$ cat config.mk
export PLATFORM = sky130hd
export DESIGN_NAME = localbus_master
export DESIGN_NICKNAME = d
export VERILOG_FILES = /design/src/rtl/localbus_master_pkg.sv /design/src/rtl/localbus_master.sv
export SDC_FILE = /design/constraint.sdc
export NUM_CORES = 1
export LEC_CHECK = 0
export CORE_ASPECT_RATIO = 0.6
export CORE_MARGIN = 2
export CORE_UTILIZATION = 36
export DETAILED_ROUTE_END_ITERATION = 12
export GPL_TIMING_DRIVEN = 0
export HOLD_SLACK_MARGIN = 0.03
export PLACE_DENSITY = 0.63
export RECOVER_POWER = 100
export SETUP_SLACK_MARGIN = 0.4
export SLEW_MARGIN = 10
export SYNTH_ARGS = -nofsm -noshare
export SYNTH_HDL_FRONTEND = slang
export SYNTH_SLANG_ARGS = --single-unit
$ cat constraint.sdc
create_clock -name clk -period 2.7 [get_ports clk]
set_clock_uncertainty 0.2 [all_clocks]
set_input_delay 0.27 -clock clk [delete_from_list [all_inputs] [get_ports clk]]
set_output_delay 0.27 -clock clk [all_outputs]
set_load 0.05 [all_outputs]
$ cat src/rtl/localbus_master_pkg.sv
// Shared types and localbus field constants for the localbus command initiator.
package localbus_master_pkg;

  localparam int unsigned LB_DATA_W          = 32;
  localparam int unsigned LB_SEL_MSB         = 18;
  localparam int unsigned LB_SEL_LSB         = 16;
  localparam logic        LB_RD              = 1'b1;
  localparam logic        LB_WR              = 1'b0;
  localparam int unsigned LB_TIMEOUT_DEFAULT = 256;
  localparam int unsigned LB_CNT_W_DEFAULT   = 9;

  typedef enum logic [2:0] {
    ST_IDLE    = 3'd0,
    ST_ALE     = 3'd1,
    ST_DATA    = 3'd2,
    ST_RELEASE = 3'd3,
    ST_RESP    = 3'd4
  } lb_state_e;

  // Command fields that must outlive the accept cycle.
  typedef struct packed {
    logic                 rd_wr;
    logic [LB_DATA_W-1:0] wdata;
  } lb_cmd_t;

endpackage

$ cat src/rtl/localbus_master.sv
// Single-outstanding localbus initiator: ALE address phase, chip-select data phase,
// ack handshake with per-edge timeout, one-cycle response strobe.
module localbus_master
  import localbus_master_pkg::*;
#(
  parameter int unsigned TIMEOUT_CYCLES = LB_TIMEOUT_DEFAULT,
  parameter int unsigned CNT_W          = LB_CNT_W_DEFAULT
) (
  input  logic                 clk,
  input  logic                 reset,
  input  logic                 cmd_valid,
  output logic                 cmd_ready,
  input  logic                 cmd_rd_wr,
  input  logic [LB_DATA_W-1:0] cmd_addr,
  input  logic [LB_DATA_W-1:0] cmd_wdata,
  output logic                 rsp_valid,
  output logic [LB_DATA_W-1:0] rsp_rdata,
  output logic                 rsp_timeout,
  output logic                 localbus_cs_n,
  output logic                 localbus_rd_wr,
  output logic [LB_DATA_W-1:0] localbus_data,
  output logic                 localbus_ale,
  input  logic                 localbus_ack_n,
  input  logic [LB_DATA_W-1:0] localbus_data_out
);

  lb_state_e            state_q, state_d;
  logic [CNT_W-1:0]     cnt_q, cnt_d;
  logic [CNT_W-1:0]     cnt_inc;
  logic                 cnt_hit;
  lb_cmd_t              cmd_q, cmd_d;
  logic                 to_flag_q, to_flag_d;
  logic                 cmd_ready_q, cmd_ready_d;
  logic                 rsp_valid_q, rsp_valid_d;
  logic [LB_DATA_W-1:0] rsp_rdata_q, rsp_rdata_d;
  logic                 rsp_timeout_q, rsp_timeout_d;
  logic                 cs_n_q, cs_n_d;
  logic                 rd_wr_q, rd_wr_d;
  logic [LB_DATA_W-1:0] lb_data_q, lb_data_d;
  logic                 ale_q, ale_d;

  assign cnt_inc = cnt_q + CNT_W'(1);
  assign cnt_hit = (cnt_inc == CNT_W'(TIMEOUT_CYCLES));

  // Next state, then every registered output decoded from the next state.
  always_comb begin
    state_d     = state_q;
    cnt_d       = cnt_q;
    cmd_d       = cmd_q;
    to_flag_d   = to_flag_q;
    rsp_rdata_d = rsp_rdata_q;

    unique case (state_q)
      ST_IDLE: begin
        if (cmd_valid && cmd_ready_q) begin
          cmd_d.rd_wr = cmd_rd_wr;
          cmd_d.wdata = cmd_wdata;
          to_flag_d   = 1'b0;
          rsp_rdata_d = '0;
          cnt_d       = '0;
          state_d     = ST_ALE;
        end
      end
      ST_ALE: begin
        cnt_d   = '0;
        state_d = ST_DATA;
      end
      ST_DATA: begin
        if (!localbus_ack_n) begin
          rsp_rdata_d = (cmd_q.rd_wr == LB_RD) ? localbus_data_out : '0;
          cnt_d       = '0;
          state_d     = ST_RELEASE;
        end else if (cnt_hit) begin
          to_flag_d   = 1'b1;
          rsp_rdata_d = '0;
          cnt_d       = '0;
          state_d     = ST_RESP;
        end else begin
          cnt_d = cnt_inc;
        end
      end
      ST_RELEASE: begin
        if (localbus_ack_n) begin
          cnt_d   = '0;
          state_d = ST_RESP;
        end else if (cnt_hit) begin
          to_flag_d = 1'b1;
          cnt_d     = '0;
          state_d   = ST_RESP;
        end else begin
          cnt_d = cnt_inc;
        end
      end
      ST_RESP: begin
        cnt_d   = '0;
        state_d = ST_IDLE;
      end
      default: state_d = ST_IDLE;
    endcase

    cmd_ready_d   = (state_d == ST_IDLE);
    ale_d         = (state_d == ST_ALE);
    cs_n_d        = (state_d != ST_DATA);
    rsp_valid_d   = (state_d == ST_RESP);
    rsp_timeout_d = (state_d == ST_RESP) && to_flag_d;
    rd_wr_d       = LB_RD;
    lb_data_d     = '0;

    // ALE is only ever entered from an accept, so the address comes straight off the command port.
    if (state_d == ST_ALE) begin
      rd_wr_d   = cmd_d.rd_wr;
      lb_data_d = cmd_addr;
    end else if (state_d == ST_DATA || state_d == ST_RELEASE) begin
      rd_wr_d = cmd_d.rd_wr;
      if (state_d == ST_DATA && cmd_d.rd_wr == LB_WR) begin
        lb_data_d = cmd_d.wdata;
      end
    end
  end

  always_ff @(posedge clk or negedge reset) begin
    if (!reset) begin
      state_q       <= ST_IDLE;
      cnt_q         <= '0;
      cmd_q         <= '0;
      to_flag_q     <= 1'b0;
      cmd_ready_q   <= 1'b1;
      rsp_valid_q   <= 1'b0;
      rsp_rdata_q   <= '0;
      rsp_timeout_q <= 1'b0;
      cs_n_q        <= 1'b1;
      rd_wr_q       <= LB_RD;
      lb_data_q     <= '0;
      ale_q         <= 1'b0;
    end else begin
      state_q       <= state_d;
      cnt_q         <= cnt_d;
      cmd_q         <= cmd_d;
      to_flag_q     <= to_flag_d;
      cmd_ready_q   <= cmd_ready_d;
      rsp_valid_q   <= rsp_valid_d;
      rsp_rdata_q   <= rsp_rdata_d;
      rsp_timeout_q <= rsp_timeout_d;
      cs_n_q        <= cs_n_d;
      rd_wr_q       <= rd_wr_d;
      lb_data_q     <= lb_data_d;
      ale_q         <= ale_d;
    end
  end

  assign cmd_ready      = cmd_ready_q;
  assign rsp_valid      = rsp_valid_q;
  assign rsp_rdata      = rsp_rdata_q;
  assign rsp_timeout    = rsp_timeout_q;
  assign localbus_cs_n  = cs_n_q;
  assign localbus_rd_wr = rd_wr_q;
  assign localbus_data  = lb_data_q;
  assign localbus_ale   = ale_q;

endmodule

-- Word level (Yosys, flattened, before mapping)
Index checks and enable logic that the tools add are counted.
Widths: inputs -> output; s select.
- flip-flop bits (word level): 116
- output and inout port bits: 70
- word-level logic and storage cells: 65
- $add $sub $neg: 1
- equality and inequality tests: 12
- muxes and demuxes: 27
- bitwise logic cells: 1
- reduce and logical (&&, ||, !) cells: 11
- operators by type and width (cell ; number):
    $mux 32 ; 7
    $mux 33 ; 2
    $pmux 32 s2 ; 1
    $mux 9 ; 4
    $pmux 9 s4 ; 1
    $eq 3x2->1 const B ; 4
    $mux 3 ; 4
    $pmux 3 s4 ; 1
    $add 9x1->9 const B ; 1
    $eq 9x9->1 const B ; 1
    $eq 3x1->1 const B ; 2
    $eq 3x3->1 const B ; 2
    $logic_not 3->1 ; 2
    $mux 1 ; 6
    $reduce_bool 4->1 ; 1
    $logic_and 1x1->1 ; 3
    $ne 3x2->1 const B ; 1
    $ne 3x3->1 const B ; 1
    $pmux 1 s3 ; 1
    $reduce_and 3->1 ; 1
    $ne 2x2->1 const B ; 1
    $reduce_and 2->1 ; 1
    $reduce_bool 2->1 ; 1
    $reduce_or 2->1 ; 1
    2 further kinds ; 2

-- Longest topological paths before layout
Gate-level depths: netlist of the first run.
- word-level depth: 10
- mapped depth: 9

-- Least setup slack after synthesis of the first run
No wires, ideal clock.
- kind: reg2reg
- start point: reg cmd_ready_q, in the netlist cmd_ready
- end point: reg lb_data_q[23], in the netlist localbus_data[23]
- setup time: 121 ps
- arrival: 2042 ps
- path slack: 337 ps
- cell stages (with the launch flop): 8
- buffers on the path: 1
- clock period less this slack: 2363 ps
- cells stage by stage: dfstp_2 nand2_1 or3_4 clkinv_2 mux2_2 o311a_4 buf_6 a22o_1
- cells in the longest elaborated chain, start to end: 8
- elaborated cells between the ends (all ways): 14
- ends and longest elaborated chain (element ; line ; RTL):
    start: declaration ; localbus_master.sv:33 ; logic cmd_ready_q, cmd_ready_d;
    start signal: assignment ; localbus_master.sv:140 ; cmd_ready_q <= cmd_ready_d;
    $logic_and 1x1->1 (*) ; localbus_master.sv:55 ; if (cmd_valid && cmd_ready_q) begin
    $mux 3 / $mux 33 (equally long branches) ; localbus_master.sv:55 ;
    $pmux 3 s4 / $mux 33 (equally long branches) ; localbus_master.sv:53 ; unique case (state_q)
    $eq 3x2->1 / $not 1->1 (equally long branches) ; localbus_master.sv:113, localbus_master.sv:115 ;
    $logic_and 1x1->1 ; localbus_master.sv:115 ; if (state_d == ST_DATA && cmd_d.rd_wr == LB_WR) begin
    $mux 32 ; localbus_master.sv:115 ;
    $mux 32 ; localbus_master.sv:113 ; end else if (state_d == ST_DATA || state_d == ST_RELEASE) begin
    $mux 32 (*) ; localbus_master.sv:110 ; if (state_d == ST_ALE) begin
    named net lb_data_d[23] ; localbus_master.sv:39 ; logic [LB_DATA_W-1:0] lb_data_q, lb_data_d;
    end signal: assignment ; localbus_master.sv:146 ; lb_data_q <= lb_data_d;
    end: declaration ; localbus_master.sv:39 ;
Mark *: on every way through the listed nets, which the timed path passes. The rest lies on a longest branch.
A chain may end at the register's enable or synchronous reset.

-- Worst setup path after layout of the first run
- start point: reg state_q[0]
- end point: reg lb_data_q[1], in the netlist localbus_data[1]
- cells in the longest elaborated chain, start to end: 8
- elaborated cells between the ends (all ways): 19
- ends and longest elaborated chain (element ; line ; RTL):
    start: declaration ; localbus_master.sv:27 ; lb_state_e state_q, state_d;
    start signal: assignment ; localbus_master.sv:136 ; state_q <= state_d;
    $mux 3 ; localbus_master.sv:73, localbus_master.sv:86 ;
    $mux 3, on equally long branches ; localbus_master.sv:83, localbus_master.sv:69 ;
    $pmux 3 s4 ; localbus_master.sv:53 ;
    $eq 3x2->1 ; localbus_master.sv:113, localbus_master.sv:115 ;
    $logic_and 1x1->1 ; localbus_master.sv:115 ;
    $mux 32 ; localbus_master.sv:115 ;
    $mux 32 ; localbus_master.sv:113 ;
    $mux 32 (*) ; localbus_master.sv:110 ;
    named net lb_data_d[1] ; localbus_master.sv:39 ;
Marks and branches as above.

==> results of run 1 <==
repair_timing:
action / in CTS / in global routing
resized for setup: 22 / 33
hold buffers: 1 / 0
buffers inserted: 6 / 4
hold endpoints to repair: 49 / 0
pin swaps: 3 / 5
cloned: 1 / 0
setup endpoints to repair: 84 / 77
final cells by class:
type / instances / share of cell area (%)
Inverter: 4 / 0.363
Buffer: 29 / 2.38
Clock buffer: 20 / 5.89
Multi-Input combinational cell: 254 / 24.7
Clock inverter: 12 / 1.73
Tap cell: 170 / 2.81
Timing Repair Buffer: 182 / 23.7
Sequential cell: 116 / 38.4
worst reg2reg max path, cell delays in order (launching register included):
cell and delay [ps]:
dfrtp_1 440, or2_0 250, or3_1 450, clkinv_8 130, mux2_4 320, o311a_4 160
clkbuf_1 170, a22o_1 190
how the worst min path moves through the flow:
stage | from | to | cells past startpoint
after detailed placement | reset | cmd_q[22] | 1
after CTS | reset | cmd_q[22] | 2
after global routing | localbus_ack_n | state_q[1] | 4
final | localbus_ack_n | state_q[1] | 4
after floorplan | reset | cmd_q[0] | 0
after global placement | cmd_q[6] | localbus_data[6] | 1
sequential cells by signal (all words and copies together), names as in the netlist:
register and flops:
rsp_timeout 1, localbus_ale 1, state_q 3, cmd_ready 1
cnt_q 9, rsp_rdata 32, localbus_cs_n 1, cmd_q 33
rsp_valid 1, localbus_data 32, to_flag_q 1, localbus_rd_wr 1
power groups by stage:
stage          registers (mW)  clock network [mW]  logic, mW
2_1_floorplan            3.77                   0       1.38
3_5_place_dp             2.69                   0       3.73
3_3_place_gp             2.67                   0       3.65
5_1_grt                  2.71                2.34       3.99
6_report                 2.63                2.20       3.71
4_1_cts                  2.65                2.25       3.82
cells by family (layout without fill, tap and decap cells):
logic type	count (synthesis)	after routing	share of synthesized area [%]
muxes	33	33	7.68
xor gates and xnor gates	2	2	0.362
AOI/OAI and AO/OA	134	134	20.0
adders and majority gates	1	1	0.259
buffers and inverters	33	247	3.34
DFF	116	116	60.1
and+or+nand+nor	84	84	8.25
metal layers:
layer / share of wire [%] / vias up / GRT usage (%) / routed length (um)
met3: 6.8 / 10 / 6.60 / 898
li1: - / 1886 / - / -
met1: 48 / 1965 / 27.5 / 6400
met5: 0 / - / 0 / 0
met2: 44 / 126 / 26.9 / 5840
met4: 0.86 / 0 / 6.04 / 114
synthesized netlist by cell type (2+ instances only):
cell type  number
inv_1           3
a21oi_1         2
nand3_1         4
dfrtp_1       113
nand4_1         2
a22o_1         34
nand2b_1        3
mux2_2         33
and3_1          2
nor2b_1         3
a31oi_1         5
nor2_1         13
a22oi_1        32
nand2_1        47
o31ai_1         4
buf_2          10
o211a_1         2
o21ai_0        43
dfstp_2         3
clkbuf_1       15
buf_6           3
==> results.sh, run 1 <==
export IMPL_status="finished, final reports clean"
export IMPL_first_iter_violations=178
export IMPL_drc_errors=0
export IMPL_p_switching_mw=3.43
export IMPL_power_frac_comb_pct=43.4
export IMPL_critPathTopFamily="simple AND/OR/NAND/NOR gates"
export IMPL_num_io_pins=171
export IMPL_period_share_pct=90.2
export IMPL_final_common_cell="dfrtp_1"
export IMPL_via_count=3987
export IMPL_slowest_stage="or3_1"
export IMPL_min_path_type="in -> reg"
export IMPL_synth_area_leaders="dfrtp_1 58%, mux2_2 7.7%, a22o_1 6.2%"
export IMPL_multi_input_area_um2=1870
export IMPL_routabilityCongestion=0.834
export IMPL_wl_mm=13.3
export IMPL_dieHeight_um=93.8
export IMPL_firstDrtPassIters=4
export IMPL_slew_headroom_pct=15.5
export IMPL_synth_seq_cells=116
export IMPL_synth_top_area_share_pct=58.5
export IMPL_clockRootBuffer="clkbuf_16"
export IMPL_synth_avg_cell_area_um2=12.0
export IMPL_fmax_mhz=411
export IMPL_netSwitchingFraction_pct=40.2
export IMPL_io_buffer_count=169
export IMPL_final_setup_viol_count=0
export IMPL_ys_flop_type="dfrtp_1"
export IMPL_r2r_start="state_q[0]"
export IMPL_ff2ff_path_depth=7
export IMPL_critical_path_depth=7
export IMPL_synthesis_area_um2=4840
export IMPL_grt_max_degree=68
export IMPL_final_cell_area_um2=7580
export IMPL_worst_r2r_setup_slack_ps=260
export IMPL_power_mw=8.54
export IMPL_ff_latch_area_um2=2910
export IMPL_synth_fp_nets=505
export IMPL_cts_clk_slew_worst_paths_ps=50
export IMPL_cts_buffer_depth=2
export IMPL_synth_top_cell_by_area="dfrtp_1"
export IMPL_path_cells="or2_0 -> or3_1 -> clkinv_8 -> mux2_4 -> o311a_4 -> clkbuf_1 -> a22o_1"
export IMPL_worstPathMaxFanout=10
export IMPL_placedInstanceArea_um2=6780
export IMPL_hold_viol=0
export IMPL_startpoint_type="flop"
export IMPL_placed_cells=743
export IMPL_track_usage_pct=19.1
export IMPL_cts_tree="done"
export IMPL_fin_ws_ps=264
export IMPL_utilization_pct=58.4
export IMPL_fin_setup_tns_ps=0
export IMPL_antenna_found_initial=0
export IMPL_cp_required_ps=2790
export IMPL_final_cells=787
export IMPL_htreeDepth=4
export IMPL_setup_worst_path_end="localbus_data[1]"
export IMPL_detailedPlacementHpwl_mm=9.20
export IMPL_power_frac_seq_pct=30.9
export IMPL_cp_num_buf_inv=2
export IMPL_min_period_ps=2440
export IMPL_preCtsSetupSlack_ps=16.4
export IMPL_critical_path_class="reg -> reg"
export IMPL_final_nets=706
export IMPL_start_util_pct=37.3
export IMPL_layout_drive_gt1_share_pct=17.8
export IMPL_grt_pass1_wl_mm=21.4
export IMPL_most_common_layout_cells="110 x dfrtp_1, 98 x clkdlybuf4s50_1, 71 x dlygate4sd3_1"
export IMPL_slowest_delay_ps=450
export IMPL_die_area_um2=14400
export IMPL_die_w_um=154
export IMPL_cap_violations=0
export IMPL_synth_cell_type_count=48
export IMPL_worst_slew_pin_slew_ps=1270
export IMPL_drv_slew=0
export IMPL_overflow=0
export IMPL_grt_pass1_vias=3998
export IMPL_holdWs_ps=219
export IMPL_synth_warnings=0
export IMPL_leakagePower_nw=3.35
export IMPL_end_kind="flop"
export IMPL_routed_via_density=5.07
export IMPL_cp_arrival_ps=2530
export IMPL_p_int_mw=5.10
export IMPL_r2r_end="localbus_data[1]"
export IMPL_rows=32
export IMPL_yosysSeqAreaShare_pct=60.1
export IMPL_postSynthCellCount=403
export IMPL_rsz0062_at_grt="yes"
export IMPL_synthArstFlopShare_pct=100
export IMPL_max_vdd_ir_drop_uv=543
export IMPL_numCtsBuffers=17
export IMPL_cts_sink_count=116
export IMPL_n_antenna_cell=0
export IMPL_clkPwrFrac_pct=25.7
export IMPL_powerDensity_nw_per_um2=1130
export IMPL_syn_to_final_growth_pct=56.7
export IMPL_startpoint="state_q[0]"
export IMPL_clk_latency_ps=400
export IMPL_fillers=1103
export IMPL_core_um2=13000
export IMPL_synth_edf_count=0
export IMPL_ant_nets=0
export IMPL_routedWlPerCell_um=16.8
No activity file was read; power rests on OpenSTA's default activity.
==> run 2: changes to the inputs <==
- CAP_MARGIN: default -> 20
==> results of run 2 <==
The final DEF is identical to that of run 1; final timing and power are the same.
==> run 3: changes to the inputs <==
- CAP_MARGIN: 20 -> default
- SKIP_CTS_REPAIR_TIMING: default -> 1
==> run 3 against run 2 <==
Sequential share of layout area up 0.28 points. Via count fell by 0.38%. Cell area fell by 0.76%. Utilization fell by 0.44 points. Die area unchanged. Routed wire length fell by 1.1%. Worst hold slack better by 4.0 ps. Clock power about the same. Largest power group unchanged. Register-to-register slack barely moved. Setup slack better by 14 ps. Total power fell by 0.32%.
==> results.sh, run 3 (synthesized netlist as in run 1, its figures left out) <==
export IMPL_preCtsSetupSlack_ps=16.4
export IMPL_grt_pass1_wl_mm=20.8
export IMPL_final_common_cell="dfrtp_1"
export IMPL_setup_worst_path_end="cmd_q[26]"
export IMPL_power_mw=8.51
export IMPL_routabilityCongestion=0.834
export IMPL_top_register="cmd_q"
export IMPL_cts_clk_slew_worst_paths_ps=60
export IMPL_routed_via_density=5.08
export IMPL_ff2ff_path_depth=6
export IMPL_overflow=0
export IMPL_clockRootBuffer="clkbuf_16"
export IMPL_n_antenna_cell=0
export IMPL_die_area_um2=14400
export IMPL_routedWlPerCell_um=16.8
export IMPL_dieHeight_um=93.8
export IMPL_first_iter_violations=185
export IMPL_numCtsBuffers=17
export IMPL_cap_violations=0
export IMPL_final_setup_viol_count=0
export IMPL_r2r_end="cmd_q[26]"
export IMPL_fillers=1115
export IMPL_cts_sink_count=116
export IMPL_layout_drive_gt1_share_pct=17.0
export IMPL_rsz0062_at_grt="yes"
export IMPL_fmax_mhz=413
export IMPL_die_w_um=154
export IMPL_min_path_type="in -> reg"
export IMPL_startpoint="state_q[1]"
export IMPL_critical_path_class="reg -> reg"
export IMPL_detailedPlacementHpwl_mm=9.20
export IMPL_most_common_layout_cells="111 x dfrtp_1, 98 x clkdlybuf4s50_1, 71 x dlygate4sd3_1"
export IMPL_firstDrtPassIters=4
export IMPL_clk_latency_ps=400
export IMPL_worst_r2r_setup_slack_ps=280
export IMPL_final_nets=701
export IMPL_period_share_pct=89.7
export IMPL_antenna_found_initial=0
export IMPL_io_buffer_count=169
export IMPL_leakagePower_nw=3.32
export IMPL_htreeDepth=4
export IMPL_syn_to_final_growth_pct=55.5
export IMPL_slew_headroom_pct=15.2
export IMPL_holdWs_ps=223
export IMPL_start_util_pct=37.3
export IMPL_core_um2=13000
export IMPL_largest_reg_flops=33
export IMPL_via_count=3972
export IMPL_grt_max_degree=68
export IMPL_status="finished, final reports clean"
export IMPL_hold_viol=0
export IMPL_worst_slew_pin_slew_ps=1270
export IMPL_rows=32
export IMPL_worstPathMaxFanout=10
export IMPL_min_period_ps=2420
export IMPL_cts_tree="done"
export IMPL_powerDensity_nw_per_um2=1130
export IMPL_cp_required_ps=2790
export IMPL_ant_nets=0
export IMPL_cp_arrival_ps=2510
export IMPL_drv_slew=0
export IMPL_num_io_pins=171
export IMPL_wl_mm=13.1
export IMPL_drc_errors=0
export IMPL_cts_buffer_depth=2
export IMPL_grt_pass1_vias=3902
export IMPL_fin_ws_ps=278
export IMPL_track_usage_pct=18.5
export IMPL_max_vdd_ir_drop_uv=543
export IMPL_r2r_start="state_q[1]"
export IMPL_startpoint_type="flop"
export IMPL_end_kind="flop"
run 3: how the worst min path moves through the flow:
stage                        start          endpoint  slack (ps)  cells after the start
floorplan                    reset          cmd_q[0]        -230                      0
global placement          cmd_q[6]  localbus_data[6]         270                      1
detailed placement           reset         cmd_q[22]          40                      1
CTS                          reset         cmd_q[22]        -400                      1
global route        localbus_ack_n        state_q[1]         240                      4
finish              localbus_ack_n       rsp_timeout         220                      3
run 3: through the flow:
stage / TNS, ps / cell area (um2) / utilization (%) / instances
2_1_floorplan: 0 / 4850 / - / 403
4_1_cts: 0 / 7360 / 56.7 / 775
3_3_place_gp: -378730 / 6750 / 52.1 / 742
3_5_place_dp: 0 / 6780 / 52.3 / 743
5_1_grt: 0 / 7520 / 58.0 / 782
6_report: 0 / 7520 / 58.0 / 782
run 3: cell type report:
class | count | area, um2 | area share (%)
plain buffers | 29 | 198 | 2.63
multi-input cells | 254 | 1840 | 24.4
well taps | 170 | 213 | 2.83
repair buffers | 177 | 1770 | 23.5
clock inverters | 12 | 131 | 1.75
inverters | 4 | 20.0 | 0.266
clock buffers | 20 | 447 | 5.94
flip-flops and latches | 116 | 2910 | 38.7
run 3: layer usage:
metal  share of wire [%]  vias up  global-route usage [%]  routed length (um)
met5                   0        -                       0                   0
met4                0.90        0                    6.12                 118
met3                 6.7       12                    6.55                 880
met2                  44      119                    25.6                5790
met1                  48     1969                    27.0                6330
li1                    -     1872                       -                   -
run 3: critical path, cell delays in order (launching register included):
cell      delay (ps)
dfrtp_1          450
or2_0            260
or3_1            400
clkinv_4         150
buf_6            160
clkbuf_2         310
mux2_2           380
run 3: where the power goes:
group	leakage [nW]	internal [mW]	total (mW)	switching [mW]
Clock	0.272	1.38	2.20	0.814
Combinational	1.65	1.36	3.67	2.31
Sequential	1.40	2.36	2.65	0.288
Total	3.32	5.10	8.51	3.41
